<file path="src/rtl/heavy_part_table_dump1_pkg.sv">
// Shared definitions for the heavy-part table 1 readout engine: widths,
// output word layout, FSM states and the output word packer.
package heavy_part_table_dump1_pkg;

  localparam int unsigned ADDR_W      = 12;
  localparam int unsigned DATA_W      = 96;
  localparam int unsigned BUCKETS     = 1 << ADDR_W;
  localparam int unsigned OUT_IDX_LSB = DATA_W;
  localparam int unsigned OUT_W       = 128;

  typedef enum logic [2:0] {
    ST_IDLE   = 3'd0,
    ST_FREEZE = 3'd1,
    ST_SCAN   = 3'd2,
    ST_DRAIN  = 3'd3,
    ST_DONE   = 3'd4
  } state_t;

  // Output entry: zero pad, bucket index, bucket value.
  function automatic logic [OUT_W-1:0] pack_entry(input logic [ADDR_W-1:0] idx,
                                                  input logic [DATA_W-1:0] value);
    logic [OUT_W-1:0] word;
    word = '0;
    word[OUT_IDX_LSB +: ADDR_W] = idx;
    word[DATA_W-1:0] = value;
    return word;
  endfunction

endpackage

</file>
<file path="src/rtl/heavy_part_table_dump1_if.sv">
// RAM second-port pair plus the bucket output stream of the dump engine.
// master: dump engine side; slave: RAM mux / downstream FIFO side.
interface heavy_part_table_dump1_if;
  import heavy_part_table_dump1_pkg::*;

  logic              ram_rden;
  logic [ADDR_W-1:0] ram_rdaddr;
  logic [DATA_W-1:0] ram_rdvalue;
  logic              ram_wren;
  logic [ADDR_W-1:0] ram_wraddr;
  logic [DATA_W-1:0] ram_wrvalue;
  logic              bucket_out_wr;
  logic [OUT_W-1:0]  bucket_out;
  logic              bucket_out_alf;

  modport master (
    output ram_rden, ram_rdaddr, ram_wren, ram_wraddr, ram_wrvalue,
           bucket_out_wr, bucket_out,
    input  ram_rdvalue, bucket_out_alf
  );

  modport slave (
    input  ram_rden, ram_rdaddr, ram_wren, ram_wraddr, ram_wrvalue,
           bucket_out_wr, bucket_out,
    output ram_rdvalue, bucket_out_alf
  );

endinterface

</file>
<file path="src/rtl/heavy_part_table_dump1_rd_pipe.sv">
// Valid+index delay line matching the RAM read latency, so each returning
// read word can be tagged with the bucket index it came from.
module heavy_part_table_dump1_rd_pipe #(
  parameter int unsigned LAT   = 2,
  parameter int unsigned IDX_W = 12
) (
  input  logic             clk,
  input  logic             reset,
  input  logic             issue_valid,
  input  logic [IDX_W-1:0] issue_idx,
  output logic             land_valid,
  output logic [IDX_W-1:0] land_idx,
  output logic             busy
);

  logic [LAT-1:0]   vld;
  logic [IDX_W-1:0] idx [LAT];

  // Shift issued reads along; reset flushes every stage.
  always_ff @(posedge clk) begin
    if (!reset) begin
      vld <= '0;
      for (int unsigned i = 0; i < LAT; i++) idx[i] <= '0;
    end else begin
      vld[0] <= issue_valid;
      idx[0] <= issue_idx;
      for (int unsigned i = 1; i < LAT; i++) begin
        vld[i] <= vld[i-1];
        idx[i] <= idx[i-1];
      end
    end
  end

  assign land_valid = vld[LAT-1];
  assign land_idx   = idx[LAT-1];
  assign busy       = |vld;

endmodule

</file>
<file path="src/rtl/heavy_part_table_dump1.sv">
// Readout engine for heavy-part table 1: freezes the update path, scans every
// bucket in ascending order, streams {index, value} out under almost-full
// flow control and optionally clears each bucket behind the read.
module heavy_part_table_dump1
  import heavy_part_table_dump1_pkg::*;
#(
  parameter int unsigned RAM_RD_LAT  = 2,
  parameter bit          CLEAR_ON_RD = 1'b1,
  parameter bit          SKIP_ZERO   = 1'b0
) (
  input  logic clk,
  input  logic reset,
  input  logic dump_req,
  output logic dump_busy,
  output logic dump_done,
  output logic freeze_req,
  input  logic freeze_ack,
  heavy_part_table_dump1_if.master bus
);

  state_t            state;
  state_t            state_next;
  logic [ADDR_W:0]   cnt;
  logic              issue;
  logic              issue_last;
  logic              land_valid;
  logic [ADDR_W-1:0] land_idx;
  logic              pipe_busy;

  // FSM state register.
  always_ff @(posedge clk) begin
    if (!reset) state <= ST_IDLE;
    else        state <= state_next;
  end

  // Next state and Moore-style status outputs; read issue gated by almost-full.
  always_comb begin
    state_next = state;
    dump_busy  = 1'b0;
    dump_done  = 1'b0;
    freeze_req = 1'b0;
    issue      = 1'b0;
    issue_last = 1'b0;
    case (state)
      ST_IDLE: begin
        if (dump_req) state_next = ST_FREEZE;
      end
      ST_FREEZE: begin
        dump_busy  = 1'b1;
        freeze_req = 1'b1;
        if (freeze_ack) state_next = ST_SCAN;
      end
      ST_SCAN: begin
        dump_busy  = 1'b1;
        freeze_req = 1'b1;
        issue      = !bus.bucket_out_alf && !cnt[ADDR_W];
        issue_last = issue && (cnt[ADDR_W-1:0] == '1);
        if (issue_last) state_next = ST_DRAIN;
      end
      ST_DRAIN: begin
        dump_busy  = 1'b1;
        freeze_req = 1'b1;
        if (!pipe_busy) state_next = ST_DONE;
      end
      ST_DONE: begin
        dump_done  = 1'b1;
        state_next = ST_IDLE;
      end
      default: state_next = ST_IDLE;
    endcase
  end

  // Bucket index counter, one extra bit to mark the end of the table.
  always_ff @(posedge clk) begin
    if (!reset)                cnt <= '0;
    else if (state == ST_IDLE) cnt <= '0;
    else if (issue)            cnt <= cnt + 1'b1;
  end

  heavy_part_table_dump1_rd_pipe #(
    .LAT   (RAM_RD_LAT),
    .IDX_W (ADDR_W)
  ) u_rd_pipe (
    .clk         (clk),
    .reset       (reset),
    .issue_valid (issue),
    .issue_idx   (cnt[ADDR_W-1:0]),
    .land_valid  (land_valid),
    .land_idx    (land_idx),
    .busy        (pipe_busy)
  );

  // RAM port drive: reads at the counter, clears at the landing index, which
  // always trails the read index so the two never collide.
  always_comb begin
    bus.ram_rden    = issue;
    bus.ram_rdaddr  = issue ? cnt[ADDR_W-1:0] : '0;
    bus.ram_wren    = CLEAR_ON_RD && land_valid;
    bus.ram_wraddr  = (CLEAR_ON_RD && land_valid) ? land_idx : '0;
    bus.ram_wrvalue = '0;
  end

  // Output register stage: one entry per landed read, optionally dropping zeros.
  always_ff @(posedge clk) begin
    if (!reset) begin
      bus.bucket_out_wr <= 1'b0;
      bus.bucket_out    <= '0;
    end else begin
      bus.bucket_out_wr <= land_valid && !(SKIP_ZERO && (bus.ram_rdvalue == '0));
      if (land_valid) bus.bucket_out <= pack_entry(land_idx, bus.ram_rdvalue);
    end
  end

endmodule

</file>
<file path="src/flat_wrapper.sv">
// flat-port wrapper written by rule: the top's interface ports become plain ports
module heavy_part_table_dump1_flat import heavy_part_table_dump1_pkg::*;
#(
  parameter int unsigned RAM_RD_LAT  = 2,
  parameter bit          CLEAR_ON_RD = 1'b1,
  parameter bit          SKIP_ZERO   = 1'b0
)
  (clk, reset, dump_req, dump_busy, dump_done, freeze_req, freeze_ack, bus_ram_rden, bus_ram_rdaddr, bus_ram_wren, bus_ram_wraddr, bus_ram_wrvalue, bus_bucket_out_wr, bus_bucket_out, bus_ram_rdvalue, bus_bucket_out_alf);
  heavy_part_table_dump1_if bus_i ();
  input  logic clk;
  input  logic reset;
  input  logic dump_req;
  output logic dump_busy;
  output logic dump_done;
  output logic freeze_req;
  input  logic freeze_ack;
  output wire logic [$bits(bus_i.ram_rden)-1:0] bus_ram_rden;
  output wire logic [$bits(bus_i.ram_rdaddr)-1:0] bus_ram_rdaddr;
  output wire logic [$bits(bus_i.ram_wren)-1:0] bus_ram_wren;
  output wire logic [$bits(bus_i.ram_wraddr)-1:0] bus_ram_wraddr;
  output wire logic [$bits(bus_i.ram_wrvalue)-1:0] bus_ram_wrvalue;
  output wire logic [$bits(bus_i.bucket_out_wr)-1:0] bus_bucket_out_wr;
  output wire logic [$bits(bus_i.bucket_out)-1:0] bus_bucket_out;
  input wire logic [$bits(bus_i.ram_rdvalue)-1:0] bus_ram_rdvalue;
  input wire logic [$bits(bus_i.bucket_out_alf)-1:0] bus_bucket_out_alf;
  assign bus_ram_rden = bus_i.ram_rden;
  assign bus_ram_rdaddr = bus_i.ram_rdaddr;
  assign bus_ram_wren = bus_i.ram_wren;
  assign bus_ram_wraddr = bus_i.ram_wraddr;
  assign bus_ram_wrvalue = bus_i.ram_wrvalue;
  assign bus_bucket_out_wr = bus_i.bucket_out_wr;
  assign bus_bucket_out = bus_i.bucket_out;
  assign bus_i.ram_rdvalue = bus_ram_rdvalue;
  assign bus_i.bucket_out_alf = bus_bucket_out_alf;
  heavy_part_table_dump1 #(.RAM_RD_LAT(RAM_RD_LAT), .CLEAR_ON_RD(CLEAR_ON_RD), .SKIP_ZERO(SKIP_ZERO)) u_core (.clk(clk), .reset(reset), .dump_req(dump_req), .dump_busy(dump_busy), .dump_done(dump_done), .freeze_req(freeze_req), .freeze_ack(freeze_ack), .bus(bus_i));
endmodule
</file>
<file path="config.mk">
export PLATFORM = sky130hd
export DESIGN_NAME = heavy_part_table_dump1_flat
export DESIGN_NICKNAME = d
export VERILOG_FILES = /design/src/rtl/heavy_part_table_dump1_pkg.sv /design/src/rtl/heavy_part_table_dump1_if.sv /design/src/rtl/heavy_part_table_dump1_rd_pipe.sv /design/src/rtl/heavy_part_table_dump1.sv /design/src/flat_wrapper.sv
export SDC_FILE = /design/constraint.sdc
export NUM_CORES = 1
export LEC_CHECK = 0
export CAP_MARGIN = 20
export CORE_AREA = 2 2 137 139
export CTS_BUF_LIST = sky130_fd_sc_hd__clkbuf_8
export DETAILED_ROUTE_END_ITERATION = 10
export DIE_AREA = 0 0 139 141
export PLACE_DENSITY = 0.76
export SLEW_MARGIN = 20
export SYNTH_ARGS = -nofsm -noshare
export SYNTH_HDL_FRONTEND = slang
export SYNTH_SLANG_ARGS = --single-unit
</file>
<file path="constraint.sdc">
create_clock -name clk -period 4.58 [get_ports clk]
set_clock_uncertainty 0.2 [all_clocks]
set_input_delay 0.916 -clock clk [delete_from_list [all_inputs] [get_ports clk]]
set_output_delay 0.916 -clock clk [all_outputs]
set_load 0.02 [all_outputs]
</file>
==> results of run 1 <==
critical path: cells and delay by family:
| kind | cells | cell delay [ps] |
|---|---|---|
| buffers and inverters | 2 | 1100 |
| and+or+nand+nor | 2 | 700 |
path summary, 6_finish.rpt:
| check | start | endpoint | slack (ps) | cells past startpoint |
|---|---|---|---|---|
| worst max-delay path | bus_bucket_out_alf | bus_ram_rdaddr[4] | 740 | 4 |
| worst min-delay path | u_core.u_rd_pipe.idx[0][4]$_SDFF_PN0_ | u_core.u_rd_pipe.idx[0][16]$_SDFF_PN0_ | 230 | 1 |
| worst max register to register | u_core.u_rd_pipe.vld[1]$_SDFF_PN0_ | u_core.bus.bucket_out[73]$_SDFFE_PN0P_ | 2190 | 3 |
| worst min register to register | u_core.u_rd_pipe.idx[0][4]$_SDFF_PN0_ | u_core.u_rd_pipe.idx[0][16]$_SDFF_PN0_ | 230 | 1 |
where the power goes:
group          switching (mW)  leakage (nW)  internal, mW
Sequential             0.0103          1.22          1.32
Combinational           0.157          1.91         0.123
Clock                   0.559         0.195         0.450
stage by stage:
stage / setup slack, ps / hold slack (ps) / area, sq um / util [%]
global route: 601.3 / 235.6 / 9105 / 49.84
global placement: 802.5 / 214.8 / 8712 / 47.69
CTS: 741.9 / 227.4 / 9105 / 49.84
detailed placement: 739.5 / 218.4 / 8712 / 47.69
floorplan: 1824 / 211.9 / 7037 / -
finish: 743.7 / 229.7 / 9105 / 49.84
registers in the layout (all words and copies together), names as in the netlist:
| register | count |
|---|---|
| u_core.bus.bucket_out_wr | 1 |
| u_core.cnt | 13 |
| u_core.bus.bucket_out | 108 |
| u_core.u_rd_pipe.idx | 24 |
| u_core.u_rd_pipe.vld | 2 |
| u_core.state | 3 |
final cells by class:
cell class / count / area, sq um / share of cell area, %
Clock buffer: 17 / 234.0 / 2.570
Clock inverter: 15 / 158.9 / 1.745
Inverter: 2 / 7.507 / 0.08245
Multi-Input combinational cell: 452 / 2968 / 32.60
Sequential cell: 151 / 3027 / 33.24
Tap cell: 234 / 292.8 / 3.216
Timing Repair Buffer: 243 / 2417 / 26.55
logic make-up (layout without fill, tap and decap cells):
logic type | after synthesis | count (layout) | share of synthesized area, %
muxes | 98 | 98 | 14.85
DFF | 151 | 151 | 45.77
xor gates and xnor gates | 8 | 8 | 1.061
and+or+nand+nor | 205 | 205 | 19.62
other | 1 | 116 | 0.05677
adders and majority gates | 1 | 1 | 0.1894
AOI/OAI and AO/OA | 24 | 24 | 2.614
buffers and inverters | 154 | 277 | 15.84
placed cells by master (no fill, tap or decap), types with 5 or more instances in the layout:
master and n:
and2_1 39, and3_1 14, nand4_1 5, conb_1 116
nor2_1 14, nand3_1 5, clkbuf_8 17, inv_6 5
dfxtp_1 150, buf_4 6, o21a_1 12, nor2b_1 108
clkdlybuf4s50_1 237, mux2i_1 98
per-layer routing:
layer	part of all wire [%]	vias up
li1	-	2308
met1	41	2088
met2	49	209
met3	7.5	21
met4	2.4	0
met5	0	-
==> run metrics, run 1 <==
wire length of the first global-routing pass around 23,000 microns; critical-path cell list clkdlybuf4s50_1, nor2_1, and3_1, clkdlybuf4s50_1; async set or reset register ratio after synthesis 0%; syn avg cell area 10.29 sq um; Post-CTS Setup Repair Bufs 0; Remaining Overflow, GRT 0; global routing usage summed across all routing layers 14.75%; sum of net half-perimeters after detailed placement 11,160 microns; area share of the leading cell type in the synthesized netlist a little under half; CTS buffer count 17; Final period util 83.76%; RePlAce Congestion about 0.75; number of max-cap violations 0; Synthesis Warnings 0; worst endpoint data arrival time approximately 2700 ps; fraction of the yosys area taken by sequential cells 45.77%; total length of routed wires roughly 15,000 microns; DR DRC count 0; Placed Cells incl. Taps 1,082; number of standard cells after synthesis 642; largest incremental delay on the critical path ~600 ps; vias in the first global route approximately 4,200; number of distinct standard cells referenced by the synthesized netlist 37; total of fill cells in the finished design 1,704; Lkg Pwr 3.325 nW; dominant cell type by count on the critical path clkdlybuf4s50_1; met3 routing resource usage after global routing 4.755%; number of antenna violations at the first check in global routing 0; startpoint class of the critical path input port; category of the most critical setup path in2out; die width 139 microns; clock latency on the worst-skew pair 440 ps; Non-Filler Instances around 1,100; DIE AREA 19,600 sq um; Starting DRT DRC Count 161; required time at the worst-slack endpoint 3460 ps; most instantiated library cell after synthesis dfxtp_1; final critical-path required period about 3800 ps; clock-pin slew reported for the worst setup and hold paths after clock tree synthesis 100 ps; ranking of synthesized cells by area dfxtp_1, mux2i_1, buf_4; global-route met1 utilization 16.97%; status finished, final reports clean; synthesized flop and latch total 151; count of buffers inserted at the top-level ports between 200 and 250; sinks on the clock net 151; power density relative to cell area 287.9 nW/um^2; CTS-repair resized insts 0; setup_tns 0 ps; cts hold-fix bufs 0; Wirelength per Cell 13.74 microns; Worst Path Max Fanout 13; met2 capacity usage during global routing 25.12%; height of the chip between 100 and 150 microns; root cell of the clock tree clkbuf_8; headroom to the max-slew limit 35.24%; Power, Total 2.621 mW; cell taking the most area after synthesis dfxtp_1; netlist area before placement 6605 sq um; Initial Util between 30% and 40%; clock tree from TritonCTS built; element type at the critical path end primary output; max-slew violation count 0; antenna fix cells 0; Post-DRT Antenna Nets 0; synth cell count leaders dfxtp_1, buf_4, nor2b_1; # H-tree levels 4; max frequency 260.7 MHz; number of flops mapped to enable cells by yosys 0; area growth from synthesis to final layout 37.85%; slowest CP cell clkdlybuf4s50_1; Final nets 969; number of vias after detailed routing around 4,600; ys flop type dfxtp_1; total iterations of the first detailed-routing run 4; cell row count 50; worst min-delay path category reg2reg; share of final-layout standard cells stronger than drive strength 1 under 10%; number of top-level pins between 300 and 400; vias per cell 4.153; transition time of the tightest slew-check pin 971.4 ps; final hold violation count 0; global-route layer with the greatest usage met2; Finish-stage setup viols 0; number of buffers between clock root and the deepest sink 2; Std-Cell Core Area 18,270 sq um; maximum number of pins on one net before global-route repair 103; setup repair after global routing missed its margin false; peak ir drop on the vdd network around 0.00015 V
Note: power is estimated with default switching activity, not from simulation.
==> inputs of run 2 (changes only) <==
CORE_AREA = 2 2 138 140   (was 2 2 137 139)
DIE_AREA = 0 0 140 142   (was 0 0 139 141)
PLACE_DENSITY = 0.75   (was 0.76)
clock period = 3.89 ns   (was 4.58 ns; I/O delays follow)
==> run metrics, run 2 (synthesis gave the netlist of run 1 again) <==
Placed Area 8720 sq um; Buf+Inv Stages, Crit Path 2; total length of routed wires 15,280 microns; area growth from synthesis to final layout 37.62%; Post-Route Hold Slack approximately 230 ps; power density relative to cell area 331.7 nW/um^2; number of buffers between clock root and the deepest sink 2; Non-Filler Cell Area, Final 9090 sq um; commonest non-fill, non-tap cell in the layout clkdlybuf4s50_1; root cell of the clock tree clkbuf_8; Std-Cell Core Area 18,460 sq um; die width 140 microns; worst min-delay path category reg2reg; Post-CTS Setup Repair Bufs 0; wire length of the first global-routing pass 22,740 microns; clock-pin slew reported for the worst setup and hold paths after clock tree synthesis 100 ps; max frequency approximately 280 MHz; vias per cell roughly 4.2; cell row count 50; maximum number of pins on one net before global-route repair 87; setup_tns 0 ps; cts hold-fix bufs 0; slowest CP cell clkdlybuf4s50_1; dominant cell type by count on the critical path clkdlybuf4s50_1; share of final-layout standard cells stronger than drive strength 1 under 10%; height of the chip 142 microns; core occupancy in the finished layout 49.25%; critical-path cell list clkdlybuf4s50_1, nor2_1, and3_1, clkdlybuf4s50_1; sinks on the clock net ~150; CTS-repair resized insts 0; status finished, violations left; number of flip-flops in the largest register 108; DR DRC count 24; number of top-level pins 355; pre-CTS WS 299.5 ps; Finish-stage setup viols 0; largest incremental delay on the critical path 620 ps; startpoint class of the critical path input port; clock latency on the worst-skew pair 440 ps; count of buffers inserted at the top-level ports 238; element type at the critical path end primary output; cell family contributing the most delay on the critical path buffers and inverters; CTS buffer count 17; clock tree from TritonCTS built; startpoint of the worst register-to-register path u_core.u_rd_pipe.vld[1]$_SDFF_PN0_; Starting DRT DRC Count 264; violations in the final reports design-rule violations; # H-tree levels 4; final critical-path required period 3599 ps; DIE AREA 19,880 sq um; number of max-cap violations 0; total iterations of the first detailed-routing run 7; RePlAce Congestion 0.7601; top flop regs u_core.bus.bucket_out: 108 flops, u_core.u_rd_pipe.idx: 24 flops, u_core.cnt: 13 flops; Worst Min Path Start u_core.u_rd_pipe.idx[0][4]$_SDFF_PN0_; Final nets 970; Wirelength per Cell 13.70 microns; Final period util 92.52%; transition time of the tightest slew-check pin 1047 ps; vias in the first global route approximately 4,200; global routing usage summed across all routing layers 14.61%; max-slew violation count 0; Remaining Overflow, GRT 0; headroom to the max-slew limit 30.23%; largest register by flop count u_core.bus.bucket_out; worst endpoint data arrival time 2620 ps; Lkg Pwr 3.322 nW; sum of net half-perimeters after detailed placement 11,110 microns; setup repair after global routing missed its margin false; required time at the worst-slack endpoint 2910 ps; Worst Path Max Fanout 13; category of the most critical setup path in2out; highest-count cells in the layout ignoring fill and taps clkdlybuf4s50_1, dfxtp_1, conb_1; Critical Path Source bus_bucket_out_alf; number of vias after detailed routing 4,632; final hold violation count 0; antenna fix cells 0; least setup slack across all paths after layout 290.9 ps; Post-DRT Antenna Nets 0; number of antenna violations at the first check in global routing 0; Initial Util 35.79%; peak ir drop on the vdd network 0.0002228 V
run 2: per-layer routing:
layer  vias to the layer above  share of wire, %  track usage (%)
met5                         -                 0                0
met2                       211                50            24.58
met1                      2096                40            17.53
met3                        18               8.4            4.509
li1                       2307                 -                -
met4                         0               1.8            5.795
run 2: final cells by class:
class                   count  area (sq um)
flip-flops and latches    151          3027
clock buffers              17         234.0
inverters                   2         7.507
multi-input cells         452          2968
fillers                  1765          9365
well taps                 234         292.8
clock inverters            15         136.4
repair buffers            244          2425
run 2: where the power goes:
group / internal (mW) / total, mW / switching, mW
logic: 0.146 / 0.333 / 0.187
clock network: 0.466 / 1.12 / 0.652
registers: 1.55 / 1.57 / 0.0109
total: 2.17 / 3.02 / 0.850
run 2: worst paths after layout:
| kind | end | slack [ps] | cells after the start |
|---|---|---|---|
| worst max register to register | u_core.state[0]$_SDFFE_PN0P_ | 1700 | 5 |
| worst max-delay path | bus_ram_rdaddr[4] | 290 | 4 |
| worst min register to register | u_core.u_rd_pipe.idx[0][16]$_SDFF_PN0_ | 230 | 1 |
| worst min-delay path | u_core.u_rd_pipe.idx[0][16]$_SDFF_PN0_ | 230 | 1 |
run 2: stage by stage:
step	power (mW)	std cells
final	3.016	1115
after global routing	3.154	1115
after detailed placement	1.932	1083
after global placement	1.930	1083
after floorplan	1.883	757
after CTS	3.056	1115
==> inputs of run 3 (changes only) <==
ABC_AREA = 1   (was not set)
CORE_AREA = 2 2 137 139   (was 2 2 138 140)
DIE_AREA = 0 0 139 141   (was 0 0 140 142)
MAX_ROUTING_LAYER = met4   (was not set)
PLACE_DENSITY = 0.74   (was 0.75)
==> run metrics, run 3 <==
number of flops mapped to enable cells by yosys 0; required time at the worst-slack endpoint 2910 ps; worst endpoint data arrival time 2670 ps; Placed Cells incl. Taps between 1,000 and 1,500; antenna fix cells 0; reg2reg end u_core.bus.bucket_out[102]$_SDFFE_PN0P_; setup_tns 0 ps; Lkg Pwr between 3 and 4 nW; Starting DRT DRC Count between 200 and 300; number of cell instances on the worst register-to-register path 5; vias per cell about 4.2; sum of net half-perimeters after detailed placement 11,640 microns; count of buffers inserted at the top-level ports around 240; netlist area before placement 6339 sq um; die width roughly 140 microns; Critical Path Source bus_bucket_out_alf; area growth from synthesis to final layout 39.22%; sinks on the clock net approximately 150; ys flop type dfxtp_1; Post-DRT Antenna Nets 0; Final nets between 1,000 and 1,500; final critical-path required period ~3700 ps; top flop regs u_core.bus.bucket_out: 108 flops, u_core.u_rd_pipe.idx: 24 flops, u_core.cnt: 13 flops; synthesized flop and latch total approximately 150; element type at the critical path end primary output; number of flip-flops in the largest register 108; Remaining Overflow, GRT 0; number of antenna violations at the first check in global routing 0; slowest CP cell clkdlybuf4s50_1; vias in the first global route 5,009; Synthesis Warnings 0; most instantiated library cell after synthesis nor2_1; final hold violation count 0; cts hold-fix bufs 0; transition time of the tightest slew-check pin 939.1 ps; critical-path cell list clkdlybuf4s50_1, nor2_1, nand3_2, nor2_1, clkdlybuf4s50_1; status finished, final reports clean; Post-CTS Setup Repair Bufs 0; crit path to bus_ram_rdaddr[4]; RePlAce Congestion approximately 0.81; Std-Cell Core Area 18,270 sq um; cell taking the most area after synthesis dfxtp_1; startpoint of the worst register-to-register path u_core.u_rd_pipe.vld[1]$_SDFF_PN0_; CTS-repair resized insts 0; wire length of the first global-routing pass 25,870 microns; clock tree from TritonCTS built; root cell of the clock tree clkbuf_8; commonest non-fill, non-tap cell in the layout clkdlybuf4s50_1; DR DRC count 0; worst setup slack for register-to-register paths around 1600 ps; power density relative to cell area 405.4 nW/um^2; max-slew violation count 0; highest-count cells in the layout ignoring fill and taps clkdlybuf4s50_1, nor2_1, dfxtp_1; cell row count 50; Finish-stage setup viols 0; number of vias after detailed routing approximately 5,600; Final period util 93.90%; headroom to the max-slew limit between 30% and 40%; clock latency on the worst-skew pair 440 ps; number of max-cap violations 0; number of distinct standard cells referenced by the synthesized netlist 26; ranking of synthesized cells by area dfxtp_1, buf_4, nor2_1; async set or reset register ratio after synthesis 0%; number of top-level pins about 360; area share of the leading cell type in the synthesized netlist between 40% and 50%; synth cell count leaders nor2_1, dfxtp_1, buf_4; number of standard cells after synthesis 841; worst min-delay path category reg2reg; DIE AREA 19,600 sq um; share of final-layout standard cells stronger than drive strength 1 4.930%; maximum number of pins on one net before global-route repair a little under 90; Wirelength per Cell between 10 and 15 microns; largest incremental delay on the critical path 650 ps; category of the most critical setup path in2out; Non-Filler Instances 1,309; total iterations of the first detailed-routing run 6; max frequency 273.8 MHz; Buf+Inv Stages, Crit Path 2; fraction of the yosys area taken by sequential cells 47.69%; height of the chip 141 microns; # H-tree levels 4; setup repair after global routing missed its margin false; number of buffers between clock root and the deepest sink 2; global routing usage summed across all routing layers 16.79%; Initial Util 34.70%; total of fill cells in the finished design 1,856; path length in cells of the critical path 5; clock-pin slew reported for the worst setup and hold paths after clock tree synthesis 80 ps; CTS buffer count 17; cell family contributing the most delay on the critical path buffers and inverters; syn avg cell area 7.537 sq um; startpoint class of the critical path input port; Worst Path Max Fanout 14; total length of routed wires around 17,000 microns; peak ir drop on the vdd network around 0.00019 V; largest register by flop count u_core.bus.bucket_out
[run 3: cell type report]
type	count	area [sq um]	share of cell area [%]
Inverter	66	249.0	2.821
Sequential cell	151	3027	34.30
Timing Repair Buffer	244	2425	27.48
Multi-Input combinational cell	582	2447	27.73
Clock buffer	19	261.5	2.963
Clock inverter	13	122.6	1.389
Tap cell	234	292.8	3.318
[run 3: metrics by stage]
stage                     utilization (%)  cell area [sq um]  hold WS (ps)  worst slack (ps)  power, mW
after detailed placement            46.18               8436         201.0             38.47      2.439
after floorplan                         -               6770         190.5              1191      2.215
after CTS                           48.28               8820         222.5             31.51      3.627
after global placement              46.18               8436         198.3             85.36      2.425
final                               48.31               8825         216.3             237.4      3.578
after global routing                48.31               8825         236.2             62.56      3.763
[run 3: layer usage]
| metal | track usage (%) | vias to the layer above | wire (microns) |
|---|---|---|---|
| met2 | 27.07 | 200 | 8102 |
| met5 | - | - | 0 |
| met3 | 4.144 | 21 | 944 |
| li1 | - | 2795 | - |
| met1 | 20.42 | 2537 | 7369 |
| met4 | 6.380 | 0 | 268 |
[run 3: kinds of logic (layout without fill, tap and decap cells)]
kind of cell	count (synthesis)	count (layout)	synth area share [%]
adder cells (fa/ha/maj)	1	1	0.1974
other	1	116	0.05916
flip-flops	151	151	47.69
buffers and inverters	223	342	20.59
XOR/XNOR	3	3	0.4146
AO/OA/AOI/OAI	124	124	9.811
AND/OR/NAND/NOR	338	338	21.24
[run 3: worst min path at each step]
| stage | from | to | slack (ps) | depth (start not counted) |
|---|---|---|---|---|
| after floorplan | u_core.u_rd_pipe.idx[0][0]$_SDFF_PN0_ | u_core.u_rd_pipe.idx[0][12]$_SDFF_PN0_ | 190 | 2 |
| after global placement | u_core.u_rd_pipe.idx[0][11]$_SDFF_PN0_ | u_core.u_rd_pipe.idx[0][23]$_SDFF_PN0_ | 200 | 2 |
| after detailed placement | u_core.u_rd_pipe.idx[0][11]$_SDFF_PN0_ | u_core.u_rd_pipe.idx[0][23]$_SDFF_PN0_ | 200 | 2 |
| after CTS | u_core.u_rd_pipe.idx[0][10]$_SDFF_PN0_ | u_core.u_rd_pipe.idx[0][22]$_SDFF_PN0_ | 220 | 2 |
| after global routing | u_core.u_rd_pipe.idx[0][0]$_SDFF_PN0_ | u_core.u_rd_pipe.idx[0][12]$_SDFF_PN0_ | 240 | 2 |
| final | u_core.u_rd_pipe.idx[0][1]$_SDFF_PN0_ | u_core.u_rd_pipe.idx[0][13]$_SDFF_PN0_ | 220 | 2 |
[run 3: report_power, final]
part           internal, mW  switching (mW)
logic                 0.292           0.437
registers              1.62          0.0570
clock network         0.548           0.624
[run 3: tightest hold or removal path, stage by stage (launching register included)]
cell and delay (ps):
dfxtp_1 310, nand2_1 40, inv_1 40
